### src/rtl/activation_pkg.sv
// Shared mode encodings, PLAN segment constants and the stage payload type
// for the piecewise-linear activation unit.
package activation_pkg;

  // Wide enough for DATA_WIDTH+1 bit sums for any DATA_WIDTH up to 30.
  localparam int ACT_PAYLOAD_W = 32;

  typedef enum logic [1:0] {
    ACT_SIGMOID = 2'd0,
    ACT_HARD    = 2'd1,
    ACT_TANH    = 2'd2,
    ACT_RELU    = 2'd3
  } act_mode_e;

  typedef enum logic [1:0] {
    SEG_LO,
    SEG_MID,
    SEG_HI,
    SEG_SAT
  } plan_seg_e;

  typedef struct packed {
    logic                            valid;
    act_mode_e                       mode;
    logic                            sign;
    logic signed [ACT_PAYLOAD_W-1:0] data;
  } act_stage_t;

  // Q-format constants; fw is the number of fractional bits (>= 5).
  function automatic int act_one(input int fw);
    return 1 << fw;
  endfunction

  function automatic int act_half(input int fw);
    return 1 << (fw - 1);
  endfunction

  function automatic int act_two(input int fw);
    return 2 << fw;
  endfunction

  function automatic int act_off_mid(input int fw);
    return 5 << (fw - 3);
  endfunction

  function automatic int act_off_hi(input int fw);
    return 27 << (fw - 5);
  endfunction

  function automatic int act_bp_hi(input int fw);
    return 19 << (fw - 3);
  endfunction

  function automatic int act_bp_sat(input int fw);
    return 5 << fw;
  endfunction

endpackage

### src/rtl/activation_pwl_plan_segment.sv
// PLAN sigmoid core for a non-negative magnitude: picks the segment and
// evaluates it with a shift and a constant add.
module plan_segment
  import activation_pkg::*;
#(
  parameter int DATA_WIDTH  = 16,
  parameter int FRACT_WIDTH = 8
) (
  input  logic [DATA_WIDTH-1:0] a,
  output logic [DATA_WIDTH:0]   y
);

  localparam logic [DATA_WIDTH-1:0] BP_MID = DATA_WIDTH'(act_one(FRACT_WIDTH));
  localparam logic [DATA_WIDTH-1:0] BP_HI  = DATA_WIDTH'(act_bp_hi(FRACT_WIDTH));
  localparam logic [DATA_WIDTH-1:0] BP_SAT = DATA_WIDTH'(act_bp_sat(FRACT_WIDTH));

  localparam logic [DATA_WIDTH:0] OFF_LO  = (DATA_WIDTH+1)'(act_half(FRACT_WIDTH));
  localparam logic [DATA_WIDTH:0] OFF_MID = (DATA_WIDTH+1)'(act_off_mid(FRACT_WIDTH));
  localparam logic [DATA_WIDTH:0] OFF_HI  = (DATA_WIDTH+1)'(act_off_hi(FRACT_WIDTH));
  localparam logic [DATA_WIDTH:0] Y_ONE   = (DATA_WIDTH+1)'(act_one(FRACT_WIDTH));

  plan_seg_e           seg;
  logic [DATA_WIDTH:0] a_ext;

  assign a_ext = {1'b0, a};

  // Lower bound of every segment is inclusive.
  always_comb begin
    seg = SEG_LO;
    if (a >= BP_SAT)      seg = SEG_SAT;
    else if (a >= BP_HI)  seg = SEG_HI;
    else if (a >= BP_MID) seg = SEG_MID;
  end

  always_comb begin
    y = Y_ONE;
    case (seg)
      SEG_LO:  y = (a_ext >> 2) + OFF_LO;
      SEG_MID: y = (a_ext >> 3) + OFF_MID;
      SEG_HI:  y = (a_ext >> 5) + OFF_HI;
      default: y = Y_ONE;
    endcase
  end

endmodule

### src/rtl/activation_pwl.sv
// Three-stage valid/ready activation unit: sigmoid (PLAN), hard sigmoid, ReLU
// and, when ACTIVATION_TANH_EN is defined, tanh; otherwise mode 2 is sigmoid.
module activation_pwl
  import activation_pkg::*;
#(
  parameter int DATA_WIDTH  = 16,
  parameter int FRACT_WIDTH = 8
) (
  input  logic                  clk,
  input  logic                  reset,
  input  logic                  in_valid,
  output logic                  in_ready,
  input  logic [DATA_WIDTH-1:0] in_data,
  input  logic [1:0]            in_mode,
  output logic                  out_valid,
  input  logic                  out_ready,
  output logic [DATA_WIDTH-1:0] out_data
);

  typedef logic signed [ACT_PAYLOAD_W-1:0] wide_t;

  localparam wide_t ONE  = wide_t'(act_one(FRACT_WIDTH));
  localparam wide_t TWO  = wide_t'(act_two(FRACT_WIDTH));
  localparam wide_t DMAX = wide_t'((1 << (DATA_WIDTH - 1)) - 1);

  localparam logic [DATA_WIDTH-1:0] A_MAX  = DATA_WIDTH'((1 << (DATA_WIDTH - 1)) - 1);
  localparam logic [DATA_WIDTH-1:0] ONE_DW = DATA_WIDTH'(act_one(FRACT_WIDTH));
`ifdef ACTIVATION_TANH_EN
  localparam wide_t                 DMIN       = -DMAX - 1;
  localparam logic [DATA_WIDTH-1:0] NEG_ONE_DW = DATA_WIDTH'(-act_one(FRACT_WIDTH));
`endif

  act_stage_t            s1, s2;
  logic                  s1_load, s2_load, s3_load;
  wide_t                 xs, mag, s2_res, fold;
  logic [DATA_WIDTH-1:0] a, s3_res;
  logic [DATA_WIDTH:0]   plan_y;

  // A stage loads when it is empty or its content moves on this edge.
  assign s3_load  = !out_valid || out_ready;
  assign s2_load  = !s2.valid || s3_load;
  assign s1_load  = !s1.valid || s2_load;
  assign in_ready = s1_load;

  // Magnitude for the PLAN core; the most-negative input saturates.
  always_comb begin
    xs = s1.data;
`ifdef ACTIVATION_TANH_EN
    if (s1.mode == ACT_TANH) begin
      xs = s1.data <<< 1;
      if (xs > DMAX)      xs = DMAX;
      else if (xs < DMIN) xs = DMIN;
    end
`endif
    mag = s1.sign ? -xs : xs;
    a   = (mag > DMAX) ? A_MAX : mag[DATA_WIDTH-1:0];
  end

  plan_segment #(
    .DATA_WIDTH  (DATA_WIDTH),
    .FRACT_WIDTH (FRACT_WIDTH)
  ) u_plan_segment (
    .a (a),
    .y (plan_y)
  );

  always_comb begin
    s2_res = wide_t'(plan_y);
    case (s1.mode)
      ACT_HARD: begin
        if (s1.data <= -TWO)     s2_res = '0;
        else if (s1.data >= TWO) s2_res = ONE;
        else                     s2_res = (s1.data + TWO) >>> 2;
      end
      ACT_RELU: s2_res = (s1.data > 0) ? s1.data : '0;
      default:  ;
    endcase
  end

  // Negative-side fold, tanh rescale and final range clamp.
  always_comb begin
    fold = s2.data;
    if (s2.mode != ACT_HARD && s2.mode != ACT_RELU && s2.sign)
      fold = ONE - s2.data;
`ifdef ACTIVATION_TANH_EN
    if (s2.mode == ACT_TANH)
      fold = (fold <<< 1) - ONE;
`endif
    s3_res = fold[DATA_WIDTH-1:0];
    case (s2.mode)
      ACT_RELU: ;
`ifdef ACTIVATION_TANH_EN
      ACT_TANH: begin
        if (fold > ONE)       s3_res = ONE_DW;
        else if (fold < -ONE) s3_res = NEG_ONE_DW;
      end
`endif
      default: begin
        if (fold > ONE)    s3_res = ONE_DW;
        else if (fold < 0) s3_res = '0;
      end
    endcase
  end

  always_ff @(posedge clk or negedge reset) begin
    if (!reset) begin
      s1        <= '0;
      s2        <= '0;
      out_valid <= 1'b0;
      out_data  <= '0;
    end else begin
      if (s1_load) begin
        s1.valid <= in_valid;
        if (in_valid) begin
          s1.mode <= act_mode_e'(in_mode);
          s1.sign <= in_data[DATA_WIDTH-1];
          s1.data <= wide_t'(signed'(in_data));
        end
      end
      if (s2_load) begin
        s2.valid <= s1.valid;
        if (s1.valid) begin
          s2.mode <= s1.mode;
          s2.sign <= s1.sign;
          s2.data <= s2_res;
        end
      end
      if (s3_load) begin
        out_valid <= s2.valid;
        if (s2.valid) out_data <= s3_res;
      end
    end
  end

endmodule

### config.mk
export PLATFORM = sky130hd
export DESIGN_NAME = activation_pwl
export DESIGN_NICKNAME = d
export VERILOG_FILES = /design/src/rtl/activation_pkg.sv /design/src/rtl/activation_pwl_plan_segment.sv /design/src/rtl/activation_pwl.sv
export SDC_FILE = /design/constraint.sdc
export NUM_CORES = 1
export LEC_CHECK = 0
export BUFFER_PORTS_ARGS = -buffer_cell sky130_fd_sc_hd__buf_2
export CORE_MARGIN = 2
export CORE_UTILIZATION = 49
export DETAILED_ROUTE_END_ITERATION = 8
export GPL_TIMING_DRIVEN = 0
export PLACE_DENSITY = 0.68
export SYNTH_ARGS = -nofsm -noshare
export SYNTH_HDL_FRONTEND = slang
export SYNTH_HIERARCHICAL = 1
export SYNTH_SLANG_ARGS = --single-unit
### constraint.sdc
create_clock -name clk -period 6 [get_ports clk]
set_input_delay 0.3 -clock clk [delete_from_list [all_inputs] [get_ports clk]]
set_output_delay 0.3 -clock clk [all_outputs]
set_load 0.005 [all_outputs]
=== Yosys cells after proc, flatten, opt, wreduce, memory -nomap -nowiden ===
Cells that the tools add are included.

* Memory bits (writable): 0
* Output and inout port bits: 18
* Memory bits (read-only): 0
* Latch bits: 0
* Register bits after elaboration: 73
* Memories kept: 0
* Logic and storage cells: 58

* $lt $le $gt $ge: 9
* Reductions and logical operators: 12
* $mul: 0
* Add/subtract/negate cells: 6
* Eq/ne operators: 7
* Divide/modulo/power cells: 0
* Shift operators: 0
* Mux-type cells: 14
* Bitwise logic cells: 0

{| class="wikitable"
|+ Operators with widths
! operator !! number
|-
| 32-bit two-way mux || 5
|-
| 16-bit two-way mux || 4
|-
| 32-bit case mux with 2 select lines || 1
|-
| 17-bit case mux with 3 select lines || 1
|-
| 16-bit by 11-bit greater-or-equal comparator with 1-bit output (second input constant) || 2
|-
| 32-bit by 10-bit > comparator with 1-bit output (second input constant) || 1
|-
| 32-bit by 16-bit > comparator with 1-bit output (second input constant) || 1
|-
| 32-bit by 1-bit less-than comparator with 1-bit output (second input constant) || 1
|-
| 16-bit negation with 32-bit output || 1
|-
| 10-bit by 32-bit subtractor with 32-bit output (first input constant) || 1
|-
| 16-bit by 11-bit adder with 17-bit output (second input constant) || 1
|-
| 16-bit by 10-bit greater-or-equal comparator with 1-bit output (second input constant) || 1
|-
| 16-bit by 9-bit greater-or-equal comparator with 1-bit output (second input constant) || 1
|-
| 16-bit by 1-bit > comparator with 1-bit output (second input constant) || 1
|-
| 16-bit by 10-bit <= comparator with 1-bit output (second input constant) || 1
|-
| 14-bit by 8-bit adder with 15-bit output (second input constant) || 1
|-
| 13-bit by 8-bit adder with 14-bit output (second input constant) || 1
|-
| 11-bit by 8-bit adder with 12-bit output (second input constant) || 1
|-
| 2-bit == test (second input constant) || 3
|-
| 2-bit AND reduction || 3
|-
| 2-bit by 1-bit == test with 1-bit output (second input constant) || 2
|-
| 2-bit two-way mux || 2
|-
| 1-bit zero test || 3
|-
| 1-bit logical OR || 3
|-
| 5 further kinds || 6
|}

=== Depth between registers and ports, before layout ===
* Word-level depth: 11
* Gate-level depth with buffers: 18
* Depth with buffers taken out: 16

=== Hierarchy ===
Netlist, hierarchy kept.

{| class="wikitable"
|+ By module, submodules not included
! module !! cells each !! seq. area each (um^2) !! area each (um^2) !! instances
|-
| activation_pwl || 414 || 1451.4 || 3798.6 || 1
|-
| plan_segment || 71 || 0.0 || 566.8 || 1
|}

=== Least setup slack after synthesis ===
OpenSTA, ideal clock, no wires.

* Path type: reg2reg
* Start point: register s1 (netlist bit xs[2])
* End point: register s2[8] (netlist bit)
* Arrival time: 3704 ps
* Path slack: 2174 ps
* Stages on the path, launching flop included: 17
* Path buffers: 2
* Cell sequence: dfrtp_1 > clkbuf_1 > nor3_1 > nand4b_1 > or2_2 > nor2_1 > nand3_1 > clkbuf_1 > nand2_1 > ha_1 > or3b_2 > nor4_1 > or2_2 > o21ai_0 > o22a_1 > a221o_1 > o22a_1

* Longest elaborated chain between the ends: 11

{| class="wikitable"
|+ RTL lines
! element !! line !! source
|-
| start: declaration || activation_pwl.sv:33 || <nowiki>act_stage_t s1, s2;</nowiki>
|-
| 16-bit negation with 32-bit output || activation_pwl.sv:55 || <nowiki>mag = s1.sign ? -xs : xs;</nowiki>
|-
| 32-bit two-way mux * || activation_pwl.sv:55 ||
|-
| 32-bit by 16-bit > comparator with 1-bit output || activation_pwl.sv:56 || <nowiki>a = (mag > DMAX) ? A_MAX : mag[DATA_WIDTH-1:0];</nowiki>
|-
| 16-bit two-way mux * || activation_pwl.sv:56 ||
|-
| named net a[8] || activation_pwl.sv:36 || <nowiki>logic [DATA_WIDTH-1:0] a, s3_res;</nowiki>
|-
| 16-bit by 9-bit greater-or-equal comparator with 1-bit output || activation_pwl_plan_segment.sv:32 || <nowiki>else if (a >= BP_MID) seg = SEG_MID;</nowiki>
|-
| 1-bit two-way mux || activation_pwl_plan_segment.sv:32 ||
|-
| 2-bit two-way mux || activation_pwl_plan_segment.sv:31 || <nowiki>else if (a >= BP_HI) seg = SEG_HI;</nowiki>
|-
| 2-bit two-way mux || activation_pwl_plan_segment.sv:30 || <nowiki>if (a >= BP_SAT) seg = SEG_SAT;</nowiki>
|-
| 2-bit == test, or another cell as far along || activation_pwl_plan_segment.sv:37 || <nowiki>case (seg)</nowiki>
|-
| 17-bit case mux with 3 select lines * || activation_pwl_plan_segment.sv:37 ||
|-
| named net plan_y[8] || activation_pwl.sv:37 || <nowiki>logic [DATA_WIDTH:0] plan_y;</nowiki>
|-
| 32-bit case mux with 2 select lines * || activation_pwl.sv:69 || <nowiki>case (s1.mode)</nowiki>
|-
| end: declaration || activation_pwl.sv:33 ||
|}

The timed path passes the listed nets; every way through them passes the cells marked *.
A chain may end at the register's enable or synchronous reset.

=== Worst setup path in the final report ===
Ends and elaborated chain as after synthesis.

==> results_dict.tcl <==
set metrics [dict create \
    status "finished, violations left" \
    violations "negative hold slack" \
    m1WireLength_um 4878 \
    post_cts.repair.setup_buffers 0 \
    whs_ns -0.01510 \
    crit_fanout 10 \
    finalSetupViolCount 0 \
    die_y_um 98.39 \
    worst_pin_slew_ns 0.7247 \
    antenna_found_initial 0 \
    ant_nets 0 \
    vias 3919 \
    cts_tree "done" \
    power_density_nw_per_um2 333.6 \
    endpoint_kind "flip-flop" \
    crit_required_ns 6.26 \
    row_count 34 \
    wl_met2_um 5277 \
    drive_above_1_share_pct 22.30 \
    utilization_pct 57.31 \
    finalMaxSlewViolations 0 \
    grt_max_degree 59 \
    routabilityCongestion 0.9722 \
    slew-limit-headroom_pct 51.69 \
    cts.sinks 58 \
    period_needed_ns 4.544 \
    ys_warn_count 6 \
    rsz0062_at_grt "false" \
    yosysTopAreaCell "dfrtp_1" \
    dpl.hpwl_um 8192 \
    avgSynthCellArea_um2 9.001 \
    crit_path_max_incr_delay_ns 0.48 \
    hold_viol 16 \
    vdd_drop_max_mv 0.2034 \
    start_kind "flip-flop" \
    grt_usage_pct 24.38 \
    dieArea_um2 9680 \
    clk_latency_ns 0.37 \
    postSynthCellCount 485 \
    p_leak_nw 2.160 \
    hold_buffers 0 \
    initial_core_util_pct 50.30 \
    grt_pass1_wl_um 19020 \
    nNetsFinal 577 \
    yosys-top-cells-area "dfrtp_1 (33%), nand2_1 (5.7%), mux2_2 (4.9%)" \
    io_pins 40 \
    hold_path.class "in -> async" \
    portBuffers 39 \
    crit_type "reg -> reg" \
    setup_tns_ns 0 \
    overflow 0 \
    insertedDiodeCount 0 \
    drv_cap 0 \
    top_layer_used "met4" \
    grt_pass1_vias 3948 \
    post_drt_via_cell_ratio 5.983 \
    root_buffer "clkbuf_8" \
    finClkSkew_ns 0.01665 \
    synth-async-reset-ratio_pct 100.0 \
    post_cts_resized 0 \
    worstPathCellList "clkbuf_1 -> nor3_1 -> nand4b_1 -> or2_2 -> nor2_1 -> nand3_1 -> clkbuf_1 -> nand2_1 -> ha_1 -> or3b_2 -> nor4_1 -> or2_2 -> o21ai_0 -> o22a_1 -> a221o_1 -> o22a_1" \
    clkTransAtPathRegs_ns 0.08 \
    synth_edf_count 0 \
    cts_buffer_depth 2 \
    p_total_w 0.001659 \
    ys_seq_area_share_pct 33.25 \
    post-route-period-util_pct 75.74 \
    cts-buffers-inserted 9 \
    fp.dieW_um 98.39 \
    yosysTopAreaCellShare_pct 33.25 \
    critPathArrivalTime_ns 4.80 \
    synth_cell_types 76 \
    ys_ff_latch 58 \
    areaGrowthSynthToFinish_pct 13.93 \
    drcViolationCount 0 \
    met3_length_um 628 \
    routed_wirelength_um 10980 \
    critical_path_buf_inv_count 2 \
    drt_iter0_drc 288 \
    path_delay_family "simple AND/OR/NAND/NOR gates" \
    syn_area_um2 4365 \
    fmax_mhz 220.1 \
    first_pass_iters 5 \
    synth_flop_cell "dfrtp_1" \
    h-tree-depth 3 \
    routedWlPerCell_um 16.77 \
    core_area_um2 8678 \
    cpMaxStageDelayCell "or3b_2" \
]
registers in the layout, summed over array words and instances (netlist names):
| name | count |
|---|---|
| out_data | 16 |
| xs | 15 |
| s1 | 4 |
| s2 | 22 |
| out_valid | 1 |
cell usage in the layout (no fill, tap or decap), drive strengths merged, types with 4 or more instances in the layout:
master   netlist  final
or2            4      4
nor2b          4      4
clkbuf        25     34
o41ai         11     11
conb           2      9
ha            13     13
nor4           5      5
nand2         66     66
inv           18     19
dfrtp         58     58
mux2          19     19
nand2b         9      9
a21o           5      5
a21oi         20     20
nor3          16     16
nand3         11     11
buf           15     54
mux2i          6      6
a2bb2oi        8      8
o311ai         4      4
o31ai         10     10
xnor2         14     14
a211oi         9      9
o21ai         19     19
nand4b         5      5
xor2          13     13
a221oi        14     14
o22a           4      4
or4            8      8
nor2          34     34
through the flow:
stage          setup WS [ns]  std cells  hold slack (ns)  instance area, um^2
2_1_floorplan          2.174        492         0.004409                 4392
3_3_place_gp           1.631        639           0.4460                 4722
3_5_place_dp           1.554        639           0.4547                 4722
4_1_cts                1.528        655           0.1420                 4971
5_1_grt                1.175        655          0.04614                 4974
6_report               1.456        655         -0.01510                 4974
worst paths after layout:
| kind | to | cells after the start | slack (ns) | from |
|---|---|---|---|---|
| setup / recovery | s2[8] | 16 | 1.46 | xs[2] |
| hold / removal | out_data[10] | 1 | -0.02 | reset |
| setup reg to reg | s2[8] | 16 | 1.46 | xs[2] |
| hold reg to reg | out_data[11] | 2 | 0.47 | out_data[11] |
| max in group asynchronous | s1[33] | 1 | 5.52 | reset |
| min in group clk | s1[35] | 2 | 0.15 | in_valid |
cell families after synthesis:
logic type                 after synthesis  share of synthesized area [%]
other                                    2                         0.1720
adders and majority gates               13                          3.726
DFF                                     58                          33.25
AOI/OAI and AO/OA                      124                          23.42
and+or+nand+nor                        178                          21.47
xor gates and xnor gates                27                          5.417
muxes                                   25                          6.277
buffers and inverters                   58                          6.277
Yosys cell counts, drive strengths merged, types with 6 or more instances:
cell type and number:
a221oi 14, inv 18, a21oi 20, nor3 16
nand3 11, mux2i 6, buf 15, nand2 66
xor2 13, or4 8, nor2 34, xnor2 14
mux2 19, o21ai 19, nand2b 9, a2bb2oi 8
clkbuf 25, ha 13, o31ai 10, a211oi 9
dfrtp 58, o41ai 11
power breakdown:
group,switching [W],internal (W)
clock network,0.000189,0.000279
logic,0.000396,0.000263
registers,0.0000732,0.000458
total,0.000658,0.00100
cell type report:
cell class,count,area (um^2)
fillers,805,3705
multi-input cells,376,2666
flip-flops and latches,58,1451
plain buffers,40,206.4
repair buffers,39,197.7
well taps,108,135.1
clock inverters,7,125.1
clock buffers,9,123.9
inverters,18,67.56
layer usage:
metal / global-route usage (%) / up-vias
met1: 32.17 / 1892
met5: 0 / -
met4: 7.587 / 0
met2: 39.14 / 134
li1: - / 1874
met3: 6.657 / 19
Power figures use the tool's default switching activity.
